==> src/rtl/mc_ctrl_pkg.sv <==
// Shared definitions for the multicycle CPU controller: FSM states, opcodes
// and the datapath select encodings driven by the controller.
package mc_ctrl_pkg;

    typedef enum logic [3:0] {
        FETCH   = 4'd0,
        DECODE  = 4'd1,
        MEMADR  = 4'd2,
        LBRD    = 4'd3,
        LBWR    = 4'd4,
        SBWR    = 4'd5,
        RTYPEEX = 4'd6,
        RTYPEWR = 4'd7,
        BEQEX   = 4'd8,
        BNEEX   = 4'd9,
        ADDIEX  = 4'd10,
        ADDIWR  = 4'd11,
        JEX     = 4'd12
    } state_t;

    localparam logic [5:0] OP_LB    = 6'b100000;
    localparam logic [5:0] OP_SB    = 6'b101000;
    localparam logic [5:0] OP_RTYPE = 6'b000000;
    localparam logic [5:0] OP_BEQ   = 6'b000100;
    localparam logic [5:0] OP_BNE   = 6'b000101;
    localparam logic [5:0] OP_ADDI  = 6'b001000;
    localparam logic [5:0] OP_J     = 6'b000010;

    localparam logic [1:0] SRCB_REG  = 2'b00;
    localparam logic [1:0] SRCB_ONE  = 2'b01;
    localparam logic [1:0] SRCB_IMM  = 2'b10;
    localparam logic [1:0] SRCB_BOFF = 2'b11;

    localparam logic [1:0] ALUOP_ADD   = 2'b00;
    localparam logic [1:0] ALUOP_SUB   = 2'b01;
    localparam logic [1:0] ALUOP_FUNCT = 2'b10;

    localparam logic [1:0] PCSRC_ALU    = 2'b00;
    localparam logic [1:0] PCSRC_ALUOUT = 2'b01;
    localparam logic [1:0] PCSRC_JUMP   = 2'b10;

    function automatic logic is_legal_op(input logic [5:0] opc);
        return opc inside {OP_LB, OP_SB, OP_RTYPE, OP_BEQ, OP_BNE, OP_ADDI, OP_J};
    endfunction

endpackage

==> src/rtl/mc_fetch_seq.sv <==
// Fetch-beat sequencer: counts memory beats of an instruction fetch and
// produces the one-hot instruction-register byte enable for each ready beat.
module mc_fetch_seq #(
    parameter int FETCH_BEATS = 4,
    parameter int BEAT_W      = (FETCH_BEATS > 1) ? $clog2(FETCH_BEATS) : 1
) (
    input  logic                   clk,
    input  logic                   reset,
    input  logic                   i_active,
    input  logic                   i_ready,
    output logic [FETCH_BEATS-1:0] o_irwrite,
    output logic                   o_done
);

    logic [BEAT_W-1:0] r_beat;
    logic              w_step;
    logic              w_last;

    // A beat only advances when memory delivers; reset discards a partial fetch.
    assign w_step = i_active & i_ready & ~reset;
    assign w_last = (r_beat == BEAT_W'(FETCH_BEATS - 1));

    // NOTE: sequential state uses non-blocking assignments so every flop samples pre-edge values.
    always_ff @(posedge clk) begin
        if (reset) begin
            r_beat <= '0;
        end else if (w_step) begin
            r_beat <= w_last ? '0 : r_beat + BEAT_W'(1);
        end
    end

    assign o_irwrite = w_step ? (FETCH_BEATS'(1) << r_beat) : '0;
    assign o_done    = w_step & w_last;

endmodule

==> src/rtl/mc_controller.sv <==
// Multicycle MIPS-subset control FSM with multi-beat instruction fetch,
// memory-ready stalls and illegal-opcode reporting; all outputs are Moore/Mealy comb.
module mc_controller
    import mc_ctrl_pkg::*;
#(
    parameter int FETCH_BEATS = 4,
    parameter int BEAT_W      = (FETCH_BEATS > 1) ? $clog2(FETCH_BEATS) : 1
) (
    input  logic                   clk,
    input  logic                   reset,
    input  logic [5:0]             op,
    input  logic                   zero,
    input  logic                   mem_ready,
    output logic                   memread,
    output logic                   memwrite,
    output logic                   iord,
    output logic                   alusrca,
    output logic [1:0]             alusrcb,
    output logic [1:0]             aluop,
    output logic [1:0]             pcsource,
    output logic                   pcen,
    output logic                   regwrite,
    output logic                   regdst,
    output logic                   memtoreg,
    output logic [FETCH_BEATS-1:0] irwrite,
    output logic                   illegal_op
);

    state_t                 r_state;
    state_t                 w_next;
    logic                   w_fetch_done;
    logic [FETCH_BEATS-1:0] w_irwrite;

    mc_fetch_seq #(
        .FETCH_BEATS (FETCH_BEATS),
        .BEAT_W      (BEAT_W)
    ) u_fetch_seq (
        .clk       (clk),
        .reset     (reset),
        .i_active  (r_state == FETCH),
        .i_ready   (mem_ready),
        .o_irwrite (w_irwrite),
        .o_done    (w_fetch_done)
    );

    always_ff @(posedge clk) begin
        if (reset) r_state <= FETCH;
        else       r_state <= w_next;
    end

    // NOTE: every comb output gets a default first so no path can infer a latch.
    always_comb begin
        w_next = FETCH;
        case (r_state)
            FETCH:   w_next = w_fetch_done ? DECODE : FETCH;
            DECODE: begin
                case (op)
                    OP_LB, OP_SB: w_next = MEMADR;
                    OP_RTYPE:     w_next = RTYPEEX;
                    OP_BEQ:       w_next = BEQEX;
                    OP_BNE:       w_next = BNEEX;
                    OP_ADDI:      w_next = ADDIEX;
                    OP_J:         w_next = JEX;
                    default:      w_next = FETCH;
                endcase
            end
            MEMADR: begin
                if (op == OP_LB)      w_next = LBRD;
                else if (op == OP_SB) w_next = SBWR;
                else                  w_next = FETCH;
            end
            LBRD:    w_next = mem_ready ? LBWR : LBRD;
            SBWR:    w_next = mem_ready ? FETCH : SBWR;
            RTYPEEX: w_next = RTYPEWR;
            ADDIEX:  w_next = ADDIWR;
            // Unused encodings and all terminal states fall through to FETCH.
            default: w_next = FETCH;
        endcase
    end

    always_comb begin
        memread    = 1'b0;
        memwrite   = 1'b0;
        iord       = 1'b0;
        alusrca    = 1'b0;
        alusrcb    = SRCB_REG;
        aluop      = ALUOP_ADD;
        pcsource   = PCSRC_ALU;
        pcen       = 1'b0;
        regwrite   = 1'b0;
        regdst     = 1'b0;
        memtoreg   = 1'b0;
        illegal_op = 1'b0;
        if (!reset) begin
            case (r_state)
                FETCH: begin
                    memread = 1'b1;
                    alusrcb = SRCB_ONE;
                    pcen    = mem_ready;
                end
                DECODE: begin
                    alusrcb    = SRCB_BOFF;
                    illegal_op = ~is_legal_op(op);
                end
                MEMADR, ADDIEX: begin
                    alusrca = 1'b1;
                    alusrcb = SRCB_IMM;
                end
                LBRD: begin
                    memread = 1'b1;
                    iord    = 1'b1;
                end
                LBWR: begin
                    regwrite = 1'b1;
                    memtoreg = 1'b1;
                end
                SBWR: begin
                    memwrite = 1'b1;
                    iord     = 1'b1;
                end
                RTYPEEX: begin
                    alusrca = 1'b1;
                    aluop   = ALUOP_FUNCT;
                end
                RTYPEWR: begin
                    regwrite = 1'b1;
                    regdst   = 1'b1;
                end
                BEQEX, BNEEX: begin
                    alusrca  = 1'b1;
                    aluop    = ALUOP_SUB;
                    pcsource = PCSRC_ALUOUT;
                    pcen     = (r_state == BEQEX) ? zero : ~zero;
                end
                ADDIWR:  regwrite = 1'b1;
                JEX: begin
                    pcsource = PCSRC_JUMP;
                    pcen     = 1'b1;
                end
                default: ;
            endcase
        end
    end

    assign irwrite = reset ? '0 : w_irwrite;

endmodule

==> config.mk <==
export PLATFORM = sky130hd
export DESIGN_NAME = mc_controller
export DESIGN_NICKNAME = d
export VERILOG_FILES = /design/src/rtl/mc_ctrl_pkg.sv /design/src/rtl/mc_fetch_seq.sv /design/src/rtl/mc_controller.sv
export SDC_FILE = /design/constraint.sdc
export NUM_CORES = 1
export LEC_CHECK = 0
export ABC_AREA = 1
export ABC_CLOCK_PERIOD_IN_PS = 2800
export CAP_MARGIN = 10
export CORE_UTILIZATION = 44
export DETAILED_ROUTE_END_ITERATION = 8
export GPL_TIMING_DRIVEN = 0
export PLACE_DENSITY = 0.93
export RECOVER_POWER = 100
export SETUP_SLACK_MARGIN = 0.4
export SLEW_MARGIN = 25
export SYNTH_ARGS = -nofsm -noshare
export SYNTH_HDL_FRONTEND = slang
export SYNTH_SLANG_ARGS = --single-unit
==> constraint.sdc <==
create_clock -name clk -period 2.8 [get_ports clk]
set_input_delay 0.56 -clock clk [delete_from_list [all_inputs] [get_ports clk]]
set_output_delay 0.56 -clock clk [all_outputs]
set_load 0.05 [all_outputs]
Word-level counts from Yosys, hierarchy flattened
Cells that the tools add are included.
Operators by class
  divide/modulo/power cells: 0
  reduce and logical (&&, ||, !) cells: 10
  mux-type cells: 35
  bitwise operators: 6
  add/sub/neg operators: 1
  order comparisons: 0
  multipliers: 0
  equality and inequality tests: 19
  shifts and indexed selects: 1
Operator list (count)
  $pmux 4 s7: 1
  $pmux 4 s6: 1
  $eq 4x4->1 const B: 5
  $mux 1: 19
  $eq 4x3->1 const B: 4
  $eq 6x3->1 const B: 2
  $eq 6x6->1 const B: 2
  $mux 3: 4
  $reduce_or 2->1: 5
  $eq 4x2->1 const B: 2
  $mux 2: 4
  $mux 4: 2
  $pmux 2 s2: 2
  $reduce_bool 7->1: 1
  $eq 6x2->1 const B: 1
  $eq 6x4->1 const B: 1
  $logic_not 6->1: 1
  $pmux 2 s3: 1
  $reduce_or 5->1: 1
  $eq 4x1->1 const B: 1
  $logic_not 4->1: 1
  $shl 1x2->4 const A: 1
  $and 1x1->1: 3
  $not 1->1: 3
  4 further kinds: 4
Storage, ports and cells
  input bits: 10
  bits in latches: 0
  register bits after elaboration: 6
  memories: 0
  logic and storage cells: 74
  RAM bits: 0
  ROM bits: 0

Depth between registers and ports, before layout
Gate-level depths: netlist of the first run.
  word-level depth: 6
  mapped depth: 9
  gate-level depth less buffers: 9

Cells and area by module
Synthesis of the first run repeated with hierarchy kept, for this count alone.
Unflattened totals
  cell total of the unflattened synthesis: 140
  area total of the unflattened synthesis: 779.5 sq um
Modules (own cells, without submodules)
  mc_controller: area an instance 598.1 sq um, sequential area each 80.1 sq um, times used 1, cells an instance 112
  mc_fetch_seq: area an instance 181.4 sq um, sequential area each 40.0 sq um, times used 1, cells an instance 28

Worst setup path after synthesis of the first run
OpenSTA, ideal clock, no wires.
  path type: input port to output port
  start: input port reset
  end: output port pcen
  stages: 3
  data required time: 2.240 ns
  data arrival time: 2.395 ns
  buffers on the path: 1
  setup slack: -0.155 ns
  cell sequence: clkbuf_1 nor3_1 nand3b_1
Between the ends
  longest elaborated chain between the ends: 1
Ends and longest elaborated chain
  start, declared: RTL line mc_controller.sv:10  | input logic reset,
  $mux 1: RTL line mc_controller.sv:94  | if (!reset) begin
  end, declared: RTL line mc_controller.sv:21  | output logic pcen,
No other way between the ends.

Worst setup path in the final report of the first run
  start: input port mem_ready
  end: output port irwrite[3]
Between the ends
  longest elaborated chain between the ends: 4
Ends and longest elaborated chain
  start, declared: RTL line mc_controller.sv:13  | input logic mem_ready,
  $and 1x1->1 (2 in series): RTL line mc_fetch_seq.sv:20  | assign w_step = i_active & i_ready & ~reset;
  $mux 4: RTL line mc_fetch_seq.sv:32  | assign o_irwrite = w_step ? (FETCH_BEATS'(1) << r_beat) : '0;
  $mux 4: RTL line mc_controller.sv:145  | assign irwrite = reset ? '0 : w_irwrite;
  end, declared: RTL line mc_controller.sv:25  | output logic [FETCH_BEATS-1:0] irwrite,
No other way between the ends.

==> results of run 1 <==
==> worst max-delay path, stage by stage <==
cell,delay [ns]
dlygate4sd3_1,0.55
inv_1,0.11
nor2_4,0.14
nand3_2,0.09
inv_1,0.06
clkbuf_1,0.46
==> cell families after synthesis <==
group / share of synthesized area [%]
AO/OA/AOI/OAI: 10.7
XOR/XNOR: 1.29
adder cells (fa/ha/maj): 7.39
buffers and inverters: 12.2
flip-flops: 17.7
AND/OR/NAND/NOR: 50.6
==> Yosys cell counts, drive strengths merged <==
cell / n
dfxtp: 6
nand4: 4
nand3: 10
o211ai: 1
clkbuf: 1
nor3: 6
a21oi: 7
a31oi: 1
buf: 2
o21ai: 4
nand2: 21
nor2: 30
or2: 1
nand3b: 1
inv: 18
xor2: 1
ha: 4
==> power by group through the flow <==
stage                     Clock, uW  Sequential [uW]  Combinational (uW)
after floorplan                   0             92.2                45.5
after global placement            0             92.7                70.8
after detailed placement          0             93.2                73.2
after CTS                      80.6             91.6                70.4
after global routing           87.2             92.1                77.6
final                          85.1             91.5                69.9
==> sequential cells by signal (all words and copies together) (netlist names) <==
signal              cells
r_state                 4
u_fetch_seq.r_beat      2
==> per-layer routing <==
layer	part of all wire [%]	vias to the layer above	wire length (um)	GRT usage, %
met5	0	-	0	0
met4	2.6	0	49	12.1
met3	4.7	7	88	3.26
met2	52	38	961	46.9
met1	41	390	762	24.8
li1	-	445	-	-
==> what timing repair did <==
action,4_1_cts,5_1_grt
pin swaps,0,1
resized for setup,39,18
setup buffers,0,1
setup endpoints to repair,17,9
==> worst max path at each step <==
stage              start          to  slack [ns]  cells past startpoint
2_1_floorplan      reset  illegal_op        0.35                      2
3_3_place_gp       op[4]  illegal_op       -0.12                      6
3_5_place_dp       op[4]  illegal_op       -0.16                      6
4_1_cts            op[4]  illegal_op        0.22                      6
5_1_grt        mem_ready  irwrite[3]        0.20                      6
6_report       mem_ready  irwrite[3]        0.28                      6
==> final cells by class <==
type	count	share of cell area [%]
multi-input combinational	91	51.2
timing repair buffer	28	23.1
sequential	6	12.9
inverter	18	7.24
clock buffer	3	2.41
tap	15	2.01
buffer	3	1.21
==> per-stage QoR <==
stage               setup TNS, ns  util [%]  setup slack, ns  instances  total power, uW
detailed placement         -0.574      71.7           -0.157        160              166
CTS                             0      71.2            0.222        163              243
global route                    0      68.3            0.196        164              257
global placement           -0.466      71.7           -0.118        160              163
floorplan                       0         -            0.355        118              138
finish                          0      68.3            0.278        164              246
==> run_results.csv, run 1 <==
group,metric,value,unit
logic_synthesis,synth_fp_nets,132,
grt,grt.overflow.total,0,
logic_synthesis,ys_seq_area_share,17.7,%
detailed_routing,route.vias.total,880,
power,p_leak,0.000478,uW
logic_synthesis,yosysWarnings,0,
detailed_routing,viasPerCell,5.37,
timing,finalHoldViolations,0,
timing,fin_crit,2.52,ns
clock_network,cts_inserted_buffers,3,
placement,hpwl,1480,um
finish,nFillCells,125,
finish,syn_to_final_growth,37.9,%
timing,fmax,397,MHz
setup_path,cp_data_arrival_time,1.96,ns
grt,grt_max_degree,11,
power,p_comb_share,28.4,%
finish,final_common_cell,"nor2_1",
min_path,worstHoldStart,"u_fetch_seq.r_beat[1]",
detailed_routing,dr.pass1.iters,4,
logic_synthesis,synth_cells,118,
setup_path,path_max_fanout,5,
finish,design_area,933,um2
run,drv_cap,0,
timing,maxSlewViolCount,0,
logic_synthesis,ys_seq_elements,6,
timing,holdWs,0.583,ns
finish,most-common-layout-cells,"nor2_1 (25), nand2_1 (20), inv_1 (16), dlygate4sd2_1 (10), nand3_1 (9)",
finish,multi_input_area,478,um2
power,max-vdd-ir-drop,0.183,mV
floorplanning,rows,13,
placement,place_area,980,um2
timing,setup_viol,0,
floorplanning,die-area,0.00170,mm2
min_path,holdPathEnd,"u_fetch_seq.r_beat[1]",
detailed_routing,antenna_left,0,
power,switchingPower,84.7,uW
setup_path,regToRegStartpoint,"r_state[0]",
setup_path,critical_path_class,"in -> out",
detailed_routing,totalWireLength,1860,um
timing,relSlewSlack,59.5,%
floorplanning,coreArea,0.00137,mm2
floorplanning,ios,29,
floorplanning,die_w,41.2,um
grt,grt_pass1_vias,707,
logic_synthesis,synth_area_leaders,"dfxtp_1 (18%), nor2_1 (13%), nand2_1 (11%)",
logic_synthesis,synth_top_cell_area_share,17.7,%
setup_path,crit_path_start_kind,"input port",
grt,grt_first_pass_wirelength,2680,um
setup_path,reg2reg_slack,1.32,ns
power,internal_power,162,uW
clock_network,hold_buffers,0,
grt,track_usage,24.3,%
placement,gp_congestion,0.822,
logic_synthesis,syn_area,677,um2
logic_synthesis,yosys.cell_types.count,24,
detailed_routing,drtIter0Drc,19,
placement,io_buffers,27,
run_status,status,"completed",
power,p_per_area,264,mW/mm2
setup_path,ff2ff_path_depth,8,
finish,drive_gt1_share,14.1,%
timing,fin_crit_sh,90.1,%
timing,rsz0062_at_grt,"yes",
clock_network,clock_sinks,6,
setup_path,worstPathRequired,2.24,ns
power,clockPowerShare,34.5,%
clock_network,clk_pin_slew,0.05,ns
grt,antenna_found_initial,0,
finish,n_antenna_cell,0,
logic_synthesis,yosys.area.top_type,"dfxtp_1",
logic_synthesis,avgSynthCellArea,5.74,um2
clock_network,htree_levels,1,
setup_path,r2r_end,"r_state[0]",
min_path,hold_class,"reg -> reg",
clock_network,cts_buffer_depth,2,
power,switching_share,34.3,%
power,seq_power_share,37.1,%
setup_path,crit_path_end_kind,"primary output",
clock_network,cts_tree,"yes",
clock_network,clk_latency,0.25,ns
floorplanning,die_h,41.2,um
timing,fin_skew,0.00247,ns
timing,worst_pin_slew,0.610,ns
min_path,whs_path_depth,2,
finish,num-nets-final,165,
detailed_routing,wire_per_inst,11.3,um
detailed_routing,drcViolationCount,0,
floorplanning,start_util,49.5,%
clock_network,cts_root_buf,"clkbuf_4",
finish,seqCellArea,120,um2
(Power assumes the default switching activity.)
==> inputs of run 2 (changes only) <==
--- a/config.mk
+++ b/config.mk
@@ -7,7 +7,6 @@
 export LEC_CHECK = 0
 export ABC_AREA = 1
 export ABC_CLOCK_PERIOD_IN_PS = 2800
-export CAP_MARGIN = 10
 export CORE_UTILIZATION = 44
 export DETAILED_ROUTE_END_ITERATION = 8
 export GPL_TIMING_DRIVEN = 0
==> constraint.sdc (replaced) <==
create_clock -name clk -period 2.8 [get_ports clk]
set_input_delay 0.56 -clock clk [delete_from_list [all_inputs] [get_ports clk]]
set_output_delay 0.56 -clock clk [all_outputs]
set_load 0.005 [all_outputs]
==> run 2 against run 1 <==
Effect of this change: core utilization up 6.5 points; largest power group unchanged; setup slack got worse by 0.035 ns; first-iteration DRC count rose by 47%; die area stayed put; critical path type unchanged; final area grew 9.5%; largest cell class unchanged; critical path depth unchanged; clock power is 0.9% higher; clock-buffer cell count unchanged; critical endpoint is now illegal_op; wire length up 15%; sequential share of layout area down 0.87 points; global-route usage rose by 3.0 points.
==> run_results.csv, run 2 (synthesis results as in run 1) <==
group,metric,value,unit
clock_network,clock_sinks,6,
run_status,status,"completed",
clock_network,cts_buffer_depth,2,
grt,antenna_found_initial,0,
clock_network,htree_levels,1,
power,switching_share,29.9,%
timing,fin_crit,2.56,ns
placement,io_buffers,27,
placement,place_area,966,um2
setup_path,worstPathRequired,2.24,ns
finish,design_area,0.00102,mm2
detailed_routing,route.vias.total,924,
grt,grt_first_pass_wirelength,2850,um
finish,reg_top3,"r_state: 4 flops, u_fetch_seq.r_beat: 2 flops",
timing,fmax,391,MHz
grt,track_usage,27.3,%
finish,n_antenna_cell,0,
grt,grt_pass1_vias,716,
finish,syn_to_final_growth,51.0,%
setup_path,cp_data_arrival_time,2.00,ns
floorplanning,coreArea,0.00137,mm2
finish,multi_input_area,485,um2
detailed_routing,drtIter0Drc,28,
grt,grt.overflow.total,0,
timing,finalHoldViolations,0,
floorplanning,start_util,49.5,%
timing,relSlewSlack,70.9,%
placement,hpwl,1490,um
placement,gp_congestion,0.812,
detailed_routing,dr.pass1.iters,5,
detailed_routing,drcViolationCount,0,
setup_path,critical_path_class,"in -> out",
setup_path,crit_path_end_kind,"primary output",
power,p_leak,0.000501,uW
setup_path,crit_path_start_kind,"input port",
finish,regMostFlops,"r_state",
run,drv_cap,0,
timing,fin_crit_sh,91.3,%
power,p_per_area,231,mW/mm2
detailed_routing,wire_per_inst,12.9,um
power,clockPowerShare,36.4,%
power,p_comb_share,24.9,%
finish,drive_gt1_share,15.9,%
clock_network,clk_latency,0.26,ns
setup_path,reg2reg_slack,1.39,ns
timing,maxSlewViolCount,0,
floorplanning,ios,29,
power,internal_power,166,uW
timing,worst_pin_slew,0.437,ns
clock_network,cts_inserted_buffers,3,
timing,rsz0062_at_grt,"no",
min_path,hold_class,"reg -> reg",
detailed_routing,viasPerCell,5.57,
setup_path,path_max_fanout,4,
clock_network,cts_tree,"yes",
power,seq_power_share,38.7,%
floorplanning,die-area,0.00170,mm2
clock_network,clk_pin_slew,0.04,ns
detailed_routing,antenna_left,0,
grt,grt_max_degree,11,
clock_network,cts_root_buf,"clkbuf_4",
timing,fin_skew,0.00299,ns
floorplanning,die_w,41.2,um
power,max-vdd-ir-drop,0.170,mV
timing,timing.setup.tns,0,ns
power,switchingPower,70.6,uW
finish,largest_reg_flops,4,
finish,most-common-layout-cells,"nor2_1 (24), nand2_1 (19), inv_1 (14), clkdlybuf4s50_1 (11), dlygate4sd3_1 (11)",
floorplanning,die_h,41.2,um
detailed_routing,totalWireLength,2140,um
timing,setup_viol,0,
finish,nFillCells,109,
finish,seqCellArea,123,um2
finish,num-nets-final,167,
finish,final_common_cell,"nor2_1",
floorplanning,rows,13,
==> run 2: changes by cell type in the layout (fill, tap and decap cells not counted), moves of 3 or more <==
cell,before,now
dlygate4sd3_1,2,11
dlygate4sd2_1,10,4
clkbuf_1,7,2
clkbuf_2,5,0
clkdlybuf4s50_1,6,11
buf_4,1,4
nor2_4,1,4
==> run 2: final timing paths <==
path,startpoint,depth (start not counted),endpoint
worst min-delay path,u_fetch_seq.r_beat[0],2,u_fetch_seq.r_beat[0]
worst min register to register,u_fetch_seq.r_beat[0],2,u_fetch_seq.r_beat[0]
worst max register to register,r_state[3],7,r_state[0]
worst max-delay path,op[4],6,illegal_op
==> run 2: power groups by stage <==
stage	sequential, uW	clock, uW	combinational [uW]
final	91.5	85.9	58.9
after global routing	92.1	89.3	65.9
after CTS	91.5	81.9	59.1
after detailed placement	93.0	0	57.1
after global placement	92.7	0	54.6
after floorplan	92.2	0	29.4
==> run 2: worst max-delay path: stages <==
cell	delay (ns)
dlygate4sd3_1	0.57
nor2_1	0.24
nand4_1	0.18
nand3_1	0.12
nor3_1	0.05
dlygate4sd2_1	0.28
==> run 2: what timing repair did <==
item | in CTS | in global routing
cloned | 0 | 0
gates resized for setup | 7 | 11
setup endpoints to repair | 6 | 11
setup buffers | 3 | 0
hold buffers | 0 | 0
pin swaps | 2 | 1
==> run 2: cell type report <==
type,instances,share of cell area (%)
tap,15,1.84
timing repair buffer,30,28.4
sequential,6,12.0
multi-input combinational,91,47.5
inverter,18,6.61
buffer,3,1.47
clock buffer,3,2.20
==> run 2: stage by stage <==
| stage | instances | setup WS [ns] | util, % | total power (uW) | hold WS, ns |
|---|---|---|---|---|---|
| 6_report | 166 | 0.243 | 74.8 | 236 | 0.609 |
| 4_1_cts | 166 | 0.401 | 74.0 | 233 | 0.597 |
| 3_3_place_gp | 160 | 0.203 | 70.7 | 147 | 0.556 |
| 2_1_floorplan | 118 | 1.06 | - | 122 | 0.528 |
| 3_5_place_dp | 160 | 0.164 | 70.7 | 150 | 0.590 |
| 5_1_grt | 166 | 0.210 | 74.8 | 247 | 0.636 |
==> run 2: metal layers <==
layer | routed length, um | part of all wire (%) | global-route usage (%)
met2 | 1110 | 52 | 49.2
met1 | 746 | 35 | 25.8
met5 | 0 | 0 | 0
met4 | 95 | 4.4 | 22.6
met3 | 183 | 8.6 | 5.98
==> inputs of run 3 (changes only) <==
--- a/config.mk
+++ b/config.mk
@@ -12,7 +12,6 @@
 export GPL_TIMING_DRIVEN = 0
 export PLACE_DENSITY = 0.93
 export RECOVER_POWER = 100
-export SETUP_SLACK_MARGIN = 0.4
 export SLEW_MARGIN = 25
 export SYNTH_ARGS = -nofsm -noshare
 export SYNTH_HDL_FRONTEND = slang
==> run 3 against run 2 <==
Effect of this change: maximum frequency decreased by 4.7%; final area shrank 4.0%; cell count fell by 1.8%; clock power down 2.8%; non-clock buffer count fell by 3; via count fell by 8.3%; register-to-register slack gained 0.13 ns; clock skew barely moved; sequential power about the same; core utilization decreased by 3.0 points; global-route usage fell by 1.4 points; critical endpoint is now irwrite[1].
==> run_results.csv, run 3 (synthesis results as in run 1) <==
group,metric,value,unit
grt,track_usage,25.8,%
grt,grt_max_degree,11,
finish,n_antenna_cell,0,
clock_network,hold_buffers,0,
placement,hpwl,1490,um
setup_path,critical_path_class,"in -> out",
power,report.power.total,230,uW
timing,fin_skew,0.00332,ns
grt,grt.overflow.total,0,
clock_network,htree_levels,1,
floorplanning,coreArea,0.00137,mm2
placement,io_buffers,27,
clock_network,clk_latency,0.25,ns
detailed_routing,route.vias.total,847,
clock_network,cts_buffer_depth,2,
setup_path,crit_path_start_kind,"input port",
clock_network,post_cts_buffers,0,
floorplanning,ios,29,
run_status,status,"completed",
clock_network,cts_inserted_buffers,3,
power,p_per_area,235,mW/mm2
detailed_routing,viasPerCell,5.20,
timing,finalHoldViolations,0,
grt,grt_first_pass_wirelength,2720,um
finish,drive_gt1_share,9.46,%
finish,num-nets-final,164,
setup_path,cp-startpoint,"mem_ready",
finish,final_util,71.8,%
min_path,worstHoldStart,"r_state[3]",
min_path,hold_class,"reg -> reg",
setup_path,reg2reg_slack,1.52,ns
setup_path,r2r_end,"r_state[0]",
timing,setup_viol,0,
detailed_routing,dr.pass1.iters,5,
detailed_routing,drtIter0Drc,27,
power,max-vdd-ir-drop,0.172,mV
timing,fin_crit,2.68,ns
floorplanning,die_w,41.2,um
grt,antenna_found_initial,0,
detailed_routing,wire_per_inst,10.9,um
finish,final_cell_count_no_fill,163,
clock_network,cts_root_buf,"clkbuf_4",
detailed_routing,antenna_left,0,
clock_network,post_cts_resized,0,
timing,rsz0062_at_grt,"no",
setup_path,regToRegStartpoint,"r_state[3]",
placement,place_area,966,um2
timing,maxSlewViolCount,0,
placement,placed_cells,160,
setup_path,ff2ff_path_depth,9,
finish,reg_top3,"r_state: 4 flops, u_fetch_seq.r_beat: 2 flops",
min_path,holdPathEnd,"r_state[3]",
placement,gp_congestion,0.812,
run,drv_cap,0,
setup_path,cp_data_arrival_time,2.12,ns
floorplanning,rows,13,
finish,regMostFlops,"r_state",
grt,grt_pass1_vias,691,
detailed_routing,drcViolationCount,0,
power,p_leak,0.000464,uW
floorplanning,die_h,41.2,um
floorplanning,start_util,49.5,%
setup_path,worstPathRequired,2.24,ns
finish,largest_reg_flops,4,
timing,timing.setup.tns,0,ns
finish,design_area,981,um2
timing,worst_pin_slew,0.409,ns
timing,fmax,373,MHz
setup_path,path_max_fanout,5,
finish,syn_to_final_growth,44.9,%
timing,fin_crit_sh,95.8,%
floorplanning,die-area,0.00170,mm2
setup_path,crit_path_end_kind,"primary output",
min_path,whs_path_depth,2,
finish,final_common_cell,"nor2_1",
detailed_routing,totalWireLength,1770,um
clock_network,clk_pin_slew,0.05,ns
clock_network,clock_sinks,6,
clock_network,cts_tree,"yes",
finish,most-common-layout-cells,"nor2_1 (25), nand2_1 (20), inv_1 (16), clkdlybuf4s50_1 (14), dlygate4sd3_1 (13)",
timing,relSlewSlack,72.7,%
run 3: cell type report:
cell class              instances  area [um2]
repair buffers                 27         270
flip-flops and latches          6         120
well taps                      15        18.8
multi-input cells              91         467
plain buffers                   3        15.0
inverters                      18        67.6
fillers                       121         385
clock buffers                   3        22.5
run 3: metal layers:
metal | vias up | part of all wire, % | global-route usage [%] | wire length (um)
li1 | 442 | - | - | -
met1 | 367 | 39 | 25.2 | 698
met2 | 31 | 53 | 46.9 | 942
met3 | 7 | 4.0 | 5.43 | 71
met4 | 0 | 3.3 | 19.4 | 59
met5 | - | 0 | 0 | 0
run 3: worst max-delay path, cell delays in order:
cell and delay, ns:
clkdlybuf4s50_1 0.48, inv_1 0.12, nor2_4 0.19, nand2_1 0.12
nor2_1 0.09, dlygate4sd3_1 0.57
run 3: how the worst max path moves through the flow:
stage            endpoint  slack, ns
2_1_floorplan    aluop[1]       1.06
6_report       irwrite[1]       0.12
5_1_grt        irwrite[0]       0.04
3_3_place_gp   illegal_op       0.20
3_5_place_dp   illegal_op       0.16
4_1_cts        illegal_op       0.16
run 3: metrics by stage:
stage / hold slack, ns / setup slack (ns)
after CTS: 0.597 / 0.159
after global routing: 0.628 / 0.0354
after global placement: 0.556 / 0.203
after floorplan: 0.528 / 1.06
after detailed placement: 0.590 / 0.164
final: 0.590 / 0.117
run 3: where the power goes:
group	leakage (uW)	switching, uW	total, uW	internal (uW)
Combinational	0.000401	28.0	55.6	27.5
Clock	0.0000138	34.8	83.5	48.7
Sequential	0.0000488	3.03	91.5	88.5
Total	0.000464	65.8	230	165
